**config.mk**
```make
export PLATFORM = sky130hd
export DESIGN_NAME = imem_loader
export DESIGN_NICKNAME = d
export VERILOG_FILES = /design/src/rtl/imem_loader.sv
export SDC_FILE = /design/constraint.sdc
export NUM_CORES = 1
export LEC_CHECK = 0
export CAP_MARGIN = 30
export CORE_MARGIN = 2
export CORE_UTILIZATION = 35
export DETAILED_ROUTE_END_ITERATION = 7
export SYNTH_ARGS = -nofsm -noshare
export SYNTH_HDL_FRONTEND = slang
export SYNTH_SLANG_ARGS = --single-unit
```
**constraint.sdc**
```tcl
create_clock -name clk -period 3.1 [get_ports clk]
set_clock_uncertainty 0.15 [all_clocks]
set_input_delay 0.775 -clock clk [delete_from_list [all_inputs] [get_ports clk]]
set_output_delay 0.775 -clock clk [all_outputs]
set_load 0.02 [all_outputs]
```
**src/rtl/imem_loader.sv**
```systemverilog
// imem_loader: byte-stream program loader for the CPU instruction memory.
// Receives a framed program (length header, big-endian 16-bit words, trailing
// checksum). It writes each word to the IM write port and holds the CPU in
// reset until a frame has loaded cleanly.
module imem_loader #(
  parameter int IM_DEPTH = 4096,
  parameter int ADDR_W   = $clog2(IM_DEPTH)
) (
  input  logic              clk,
  input  logic              rst,
  input  logic              start,
  input  logic              s_valid,
  output logic              s_ready,
  input  logic [7:0]        s_data,
  output logic              im_we,
  output logic [ADDR_W-1:0] im_waddr,
  output logic [15:0]       im_wdata,
  output logic              cpu_rst_n,
  output logic              busy,
  output logic              done,
  output logic              err
);

  typedef enum logic [2:0] {
    S_IDLE, S_LEN_HI, S_LEN_LO, S_DATA_HI, S_DATA_LO, S_CSUM, S_DONE, S_ERR
  } state_t;

  // The word count is 17 bits wide so that any 16-bit header value compares
  // cleanly against the memory depth.
  localparam logic [16:0] MAX_WORDS = 17'(IM_DEPTH);

  state_t            state_reg, state_next;
  logic [7:0]        len_hi_reg;
  logic [7:0]        hi_byte_reg;
  logic [7:0]        csum_reg;
  logic [16:0]       word_cnt_reg;
  logic [ADDR_W-1:0] addr_reg;

  logic        accept;
  logic        can_start;
  logic [16:0] len_word;
  logic [7:0]  csum_final;

  assign accept     = s_valid && s_ready;
  assign can_start  = start && (state_reg == S_IDLE || state_reg == S_DONE ||
                                state_reg == S_ERR);
  assign len_word   = {1'b0, len_hi_reg, s_data};
  assign csum_final = csum_reg + s_data;

  // State register.
  always_ff @(posedge clk) begin
    if (rst) state_reg <= S_IDLE;
    else     state_reg <= state_next;
  end

  // Next-state logic. The handshake and status outputs decode only the
  // registered state, so s_ready never depends on s_valid.
  always_comb begin
    state_next = state_reg;
    s_ready    = 1'b0;
    busy       = 1'b0;
    done       = 1'b0;
    err        = 1'b0;
    cpu_rst_n  = 1'b1;
    case (state_reg)
      S_IDLE: begin
        if (start) state_next = S_LEN_HI;
      end
      S_LEN_HI: begin
        s_ready = 1'b1; busy = 1'b1; cpu_rst_n = 1'b0;
        if (accept) state_next = S_LEN_LO;
      end
      S_LEN_LO: begin
        s_ready = 1'b1; busy = 1'b1; cpu_rst_n = 1'b0;
        if (accept) begin
          if (len_word == 17'd0)          state_next = S_CSUM;
          else if (len_word > MAX_WORDS)  state_next = S_ERR;
          else                            state_next = S_DATA_HI;
        end
      end
      S_DATA_HI: begin
        s_ready = 1'b1; busy = 1'b1; cpu_rst_n = 1'b0;
        if (accept) state_next = S_DATA_LO;
      end
      S_DATA_LO: begin
        s_ready = 1'b1; busy = 1'b1; cpu_rst_n = 1'b0;
        if (accept) state_next = (word_cnt_reg == 17'd1) ? S_CSUM : S_DATA_HI;
      end
      S_CSUM: begin
        s_ready = 1'b1; busy = 1'b1; cpu_rst_n = 1'b0;
        if (accept) state_next = (csum_final == 8'd0) ? S_DONE : S_ERR;
      end
      S_DONE: begin
        done = 1'b1;
        if (start) state_next = S_LEN_HI;
      end
      S_ERR: begin
        err = 1'b1; cpu_rst_n = 1'b0;
        if (start) state_next = S_LEN_HI;
      end
      default: state_next = S_IDLE;
    endcase
  end

  // Datapath: header capture, word assembly, checksum and registered IM port.
  // A start and a byte accept can never coincide because bytes are only
  // accepted in the in-session states where start is ignored.
  always_ff @(posedge clk) begin
    if (rst) begin
      len_hi_reg   <= 8'd0;
      hi_byte_reg  <= 8'd0;
      csum_reg     <= 8'd0;
      word_cnt_reg <= 17'd0;
      addr_reg     <= '0;
      im_we        <= 1'b0;
      im_waddr     <= '0;
      im_wdata     <= 16'd0;
    end else begin
      im_we <= 1'b0;
      if (can_start) begin
        csum_reg <= 8'd0;
        addr_reg <= '0;
      end
      if (accept) begin
        case (state_reg)
          S_LEN_HI:  len_hi_reg   <= s_data;
          S_LEN_LO:  word_cnt_reg <= len_word;
          S_DATA_HI: begin
            hi_byte_reg <= s_data;
            csum_reg    <= csum_final;
          end
          S_DATA_LO: begin
            im_we        <= 1'b1;
            im_waddr     <= addr_reg;
            im_wdata     <= {hi_byte_reg, s_data};
            addr_reg     <= addr_reg + ADDR_W'(1);
            word_cnt_reg <= word_cnt_reg - 17'd1;
            csum_reg     <= csum_final;
          end
          default: ;
        endcase
      end
    end
  end

endmodule

```
# After elaboration in Yosys (flattened, before gate mapping)

Index checks and enable logic that the tools add are counted.

Bitwise operators: 1
$lt $le $gt $ge: 1
Reduce and logical (&&, ||, !) cells: 18
Add/sub/neg operators: 3
Equality and inequality tests: 14
Mux-type cells: 23

Operators with widths:

| cell                  | count |
|---|---|
| $mux 12               | 3 |
| $pmux 17 s2           | 1 |
| $mux 3                | 9 |
| $mux 8                | 3 |
| $pmux 3 s6            | 1 |
| $eq 17x1->1 const B   | 1 |
| $logic_not 17->1      | 1 |
| $sub 17x1->17 const B | 1 |
| $gt 16x13->1 const B  | 1 |
| $add 12x1->12 const B | 1 |
| $eq 3x3->1 const B    | 4 |
| $ne 2x2->1 const B    | 5 |
| $add 8x8->8           | 1 |
| $logic_not 8->1       | 1 |
| $reduce_and 2->1      | 4 |
| $eq 3x2->1 const B    | 2 |
| $mux 1                | 6 |
| $reduce_and 6->1      | 1 |
| $reduce_or 6->1       | 1 |
| $reduce_or 5->1       | 1 |
| $reduce_or 2->1       | 2 |
| $eq 3x1->1 const B    | 1 |
| $logic_not 3->1       | 1 |
| $reduce_or 3->1       | 1 |
| other kinds (5)       | 7 |

Word-level logic and storage cells: 69
Register bits after elaboration: 85

# Logic depth before layout (Yosys ltp)

Gate-level depths: netlist of run 1.

Depth after elaboration: 7
Gate-level depth with buffers: 8
Depth with buffers taken out: 8

# Least setup slack after synthesis of run 1

No wires, ideal clock.

Path type: input to register
Start point: input s_data[0]
End point: register state_reg[0]
Stages on the path: 8
Setup time: 0.127 ns
Path slack: 0.270 ns
Arrival: 2.553 ns
Data required time: 2.823 ns
Cells stage by stage: ha_1 -> fa_1 -> a211oi_1 -> nor2_1 -> xor2_1 -> or4_1 -> nor3_1 -> a31oi_1

Longest elaborated chain between the ends: 5

Ends and longest elaborated chain:

| what                 | line | RTL |
|---|---|---|
| start, declared      | 14   | `input logic [7:0] s_data,` |
| $add 8x8->8          | 48   | `assign csum_final = csum_reg + s_data;` |
| $logic_not 8->1      | 91   | `if (accept) state_next = (csum_final == 8'd0) ? S_DONE : S_ERR;` |
| $mux 1               | 91   |  |
| $mux 3               | 91   |  |
| $pmux 3 s6 (*)       | 65   | `case (state_reg)` |
| end signal, assigned | 53   | `else state_reg <= state_next;` |
| end, declared        | 32   | `state_t state_reg, state_next;` |

Every way passes the cells marked *; elsewhere a longest branch is shown, timed or not. The select of a mux whose other input is x is not followed.
A chain may end at the register's enable or synchronous reset.

# Worst setup path after layout of run 1

Start point: register state_reg[2]
End point: output s_ready

Longest elaborated chain between the ends: 3

Ends and longest elaborated chain:

| what                                 | line | RTL |
|---|---|---|
| $eq 3x3->1 (tied with other cells)   | 65   |  |
| $reduce_or 5->1 (no source line) (*) | --   |  |
| $mux 1 (*)                           | 65   |  |
| end, declared                        | 13   | `output logic s_ready,` |

Every way passes the cells marked *; elsewhere a longest branch is shown, timed or not.

==> impl_metrics.ini, run 1 <==
[run_status]
status = finished clean

[hold_path]
hold_class = register to register

[sta]
hold_ws_ns = 0.302
rsz0062_at_grt = no
relSlewSlack = 0.553
fin_crit_ns = 2.99
fin_crit_sh = 0.964
hold_viol = 0
tightest_slew_ns = 0.665
slew_viol_final = 0
setup_violations = 0
fmax_mhz = 335

[routing]
post-route-drc-count = 0
routedWlPerCell_um = 14.0
vias = 3680
ant_nets = 0
via_per_inst = 5.16
drtIter0Drc = 245
first_pass_iters = 4
wl_um = 9980

[setup_path]
critPathSlowestCell = clkdlybuf4s50_1
critPathLaunchType = register
critPathKind = register to output pin
cp_max_fo = 12
crit_chain = ha_1 > or2_2 > clkdlybuf4s50_1
critPathMaxStageDelay_ns = 0.55
crit_arrival_ns = 2.06
critPathBufInv = 1
cp-end-kind = output pin
crit_required_ns = 2.17
crit_family = buffers and inverters

[clock_tree]
cts_buffers = 9
insertion_delay_ns = 0.34
clockBufferDepth = 2
cts_setup_buffers = 0
cts_tree = built
cts-htree-levels = 3
cts.hold.buffers_added = 0
path_clk_slew_ns = 0.06
cts.sinks = 85
cts_root_buf = clkbuf_16

[power_and_ir_drop]
leakage_nw = 1.84
pwr-share-seq = 0.348
combPwrFrac = 0.309
sw_frac_of_total = 0.326
peakVddDrop_v = 0.000618
power.internal_mw = 2.38
clkPwrFrac = 0.343
p_per_area_nw_per_um2 = 692
switchingPower_mw = 1.15

[floorplanning]
io_pins = 46
die_y_um = 112
initial_core_util = 0.357
die_w_um = 112
die_area_um2 = 12500
rows = 39
core_area_um2 = 11400

[global_routing]
grt_pass1_vias = 3534
grt_max_degree = 76
track_usage = 0.166
grt_pass1_wl_um = 17100
overflow = 0
antenna_found_initial = 0

[place]
finalWeightedCongestion = 0.860
port_buffers = 45
hpwl_um = 6960

[synthesis]
yosysWarningCount = 0
synth_cell_type_count = 56
synth_area_leaders = dfxtp_1 (42%), nand2_1 (10%), a21oi_1 (7.0%)
synth_edf_count = 0
synth_top_area_frac = 0.419
synth.most_common_cell = nand2_1
synth_seq_cells = 85
ys_async_sr_fraction = 0
synth_top_area_cell = dfxtp_1
synth.cell_area_um2 = 4060
synth_ff_type = dfxtp_1
ys_seq_area_frac = 0.419
syn_area_per_cell_um2 = 7.90
synthTopCellsByCount = nand2_1 (108), dfxtp_1 (85), a21oi_1 (57)
synthCells = 514
synth.net_count = 538

[finish]
n_fill_cell = 1144
syn2layout_area_growth_pct = 25.7
antenna_cells = 0
finish.utilization = 0.449
layout.nets = 590
largest_reg_flops = 17
drive_gt1_frac = 0.0965

[job]
drv_cap = 0
what timing repair did:
action / in CTS / in global routing
setup endpoints to repair: 0 / 1
endpoints found under the hold margin: 0 / 0
gates resized for setup: 0 / 1
per-stage QoR:
stage          setup slack [ns]  cells  TNS [ns]  total power [mW]  instance area (um^2)
2_1_floorplan             0.270    514         0              2.02                  4060
3_3_place_gp             -0.226    698    -0.283              2.32                  4770
3_5_place_dp             -0.259    698    -0.417              2.34                  4770
4_1_cts                   0.102    713         0              3.56                  5100
5_1_grt                  0.0114    713         0              3.74                  5100
6_report                  0.111    713         0              3.53                  5100
cell usage in the layout (no fill, tap or decap), drive strengths merged, types with 8 or more instances in the layout:
cell type,instances
nor2,51
a21oi,57
nand3,10
clkbuf,11
nor3,18
xor2,8
a22oi,11
ha,11
mux2i,8
dfxtp,85
xnor2,9
buf,28
nand2,108
clkdlybuf4s50,44
o21ai,21
a211oi,8
worst min-delay path, stage by stage (launching register included):
cell	delay [ns]
dfxtp_1	0.30
nand2_1	0.05
a21oi_1	0.05
power by group through the flow:
stage | registers [mW] | logic [mW] | clock network (mW)
after detailed placement | 1.25 | 1.08 | 0
after floorplan | 1.23 | 0.785 | 0
final | 1.23 | 1.09 | 1.21
after global routing | 1.24 | 1.22 | 1.28
after global placement | 1.25 | 1.07 | 0
after CTS | 1.23 | 1.09 | 1.24
cells by family after synthesis:
family | count (synthesis) | share of synthesized area
AO/OA/AOI/OAI | 125 | 0.185
XOR/XNOR | 17 | 0.0367
adder cells (fa/ha/maj) | 12 | 0.0388
buffers and inverters | 37 | 0.0376
flip-flops | 85 | 0.419
multiplexers | 12 | 0.0308
AND/OR/NAND/NOR | 226 | 0.252
final timing paths:
check / depth (start not counted) / slack [ns] / endpoint / start
max: 3 / 0.11 / s_ready / state_reg[2]$_SDFFE_PP0P_
min: 2 / 0.30 / im_wdata[9]$_SDFFE_PP0P_ / im_wdata[9]$_SDFFE_PP0P_
max reg2reg: 6 / 0.61 / csum_reg[5]$_SDFF_PP0_ / state_reg[2]$_SDFFE_PP0P_
min reg2reg: 2 / 0.30 / im_wdata[9]$_SDFFE_PP0P_ / im_wdata[9]$_SDFFE_PP0P_
routing by layer:
metal | vias to the layer above | GRT usage | part of all wire
met2 | 69 | 0.272 | 0.47
met5 | - | 0 | 0
met4 | 0 | 0.0370 | 0.010
met3 | 9 | 0.0397 | 0.045
li1 | 1902 | - | -
met1 | 1700 | 0.223 | 0.48
cell type report:
type,count,area [um^2],share of cell area
Clock inverter,4,97.6,0.0191
Inverter,6,22.5,0.00441
Timing Repair Buffer,72,661,0.129
Tap cell,143,179,0.0350
Clock buffer,11,233,0.0456
Sequential cell,85,1700,0.333
Multi-Input combinational cell,392,2210,0.433
Power figures use the tool's default switching activity.
==> inputs of run 2 (changes only) <==
GPL_ROUTABILITY_DRIVEN = 0   (was unset)
TNS_END_PERCENT = 1   (was unset)
==> results of run 2 <==
No change in the layout: final DEF, timing and power equal those of run 1.
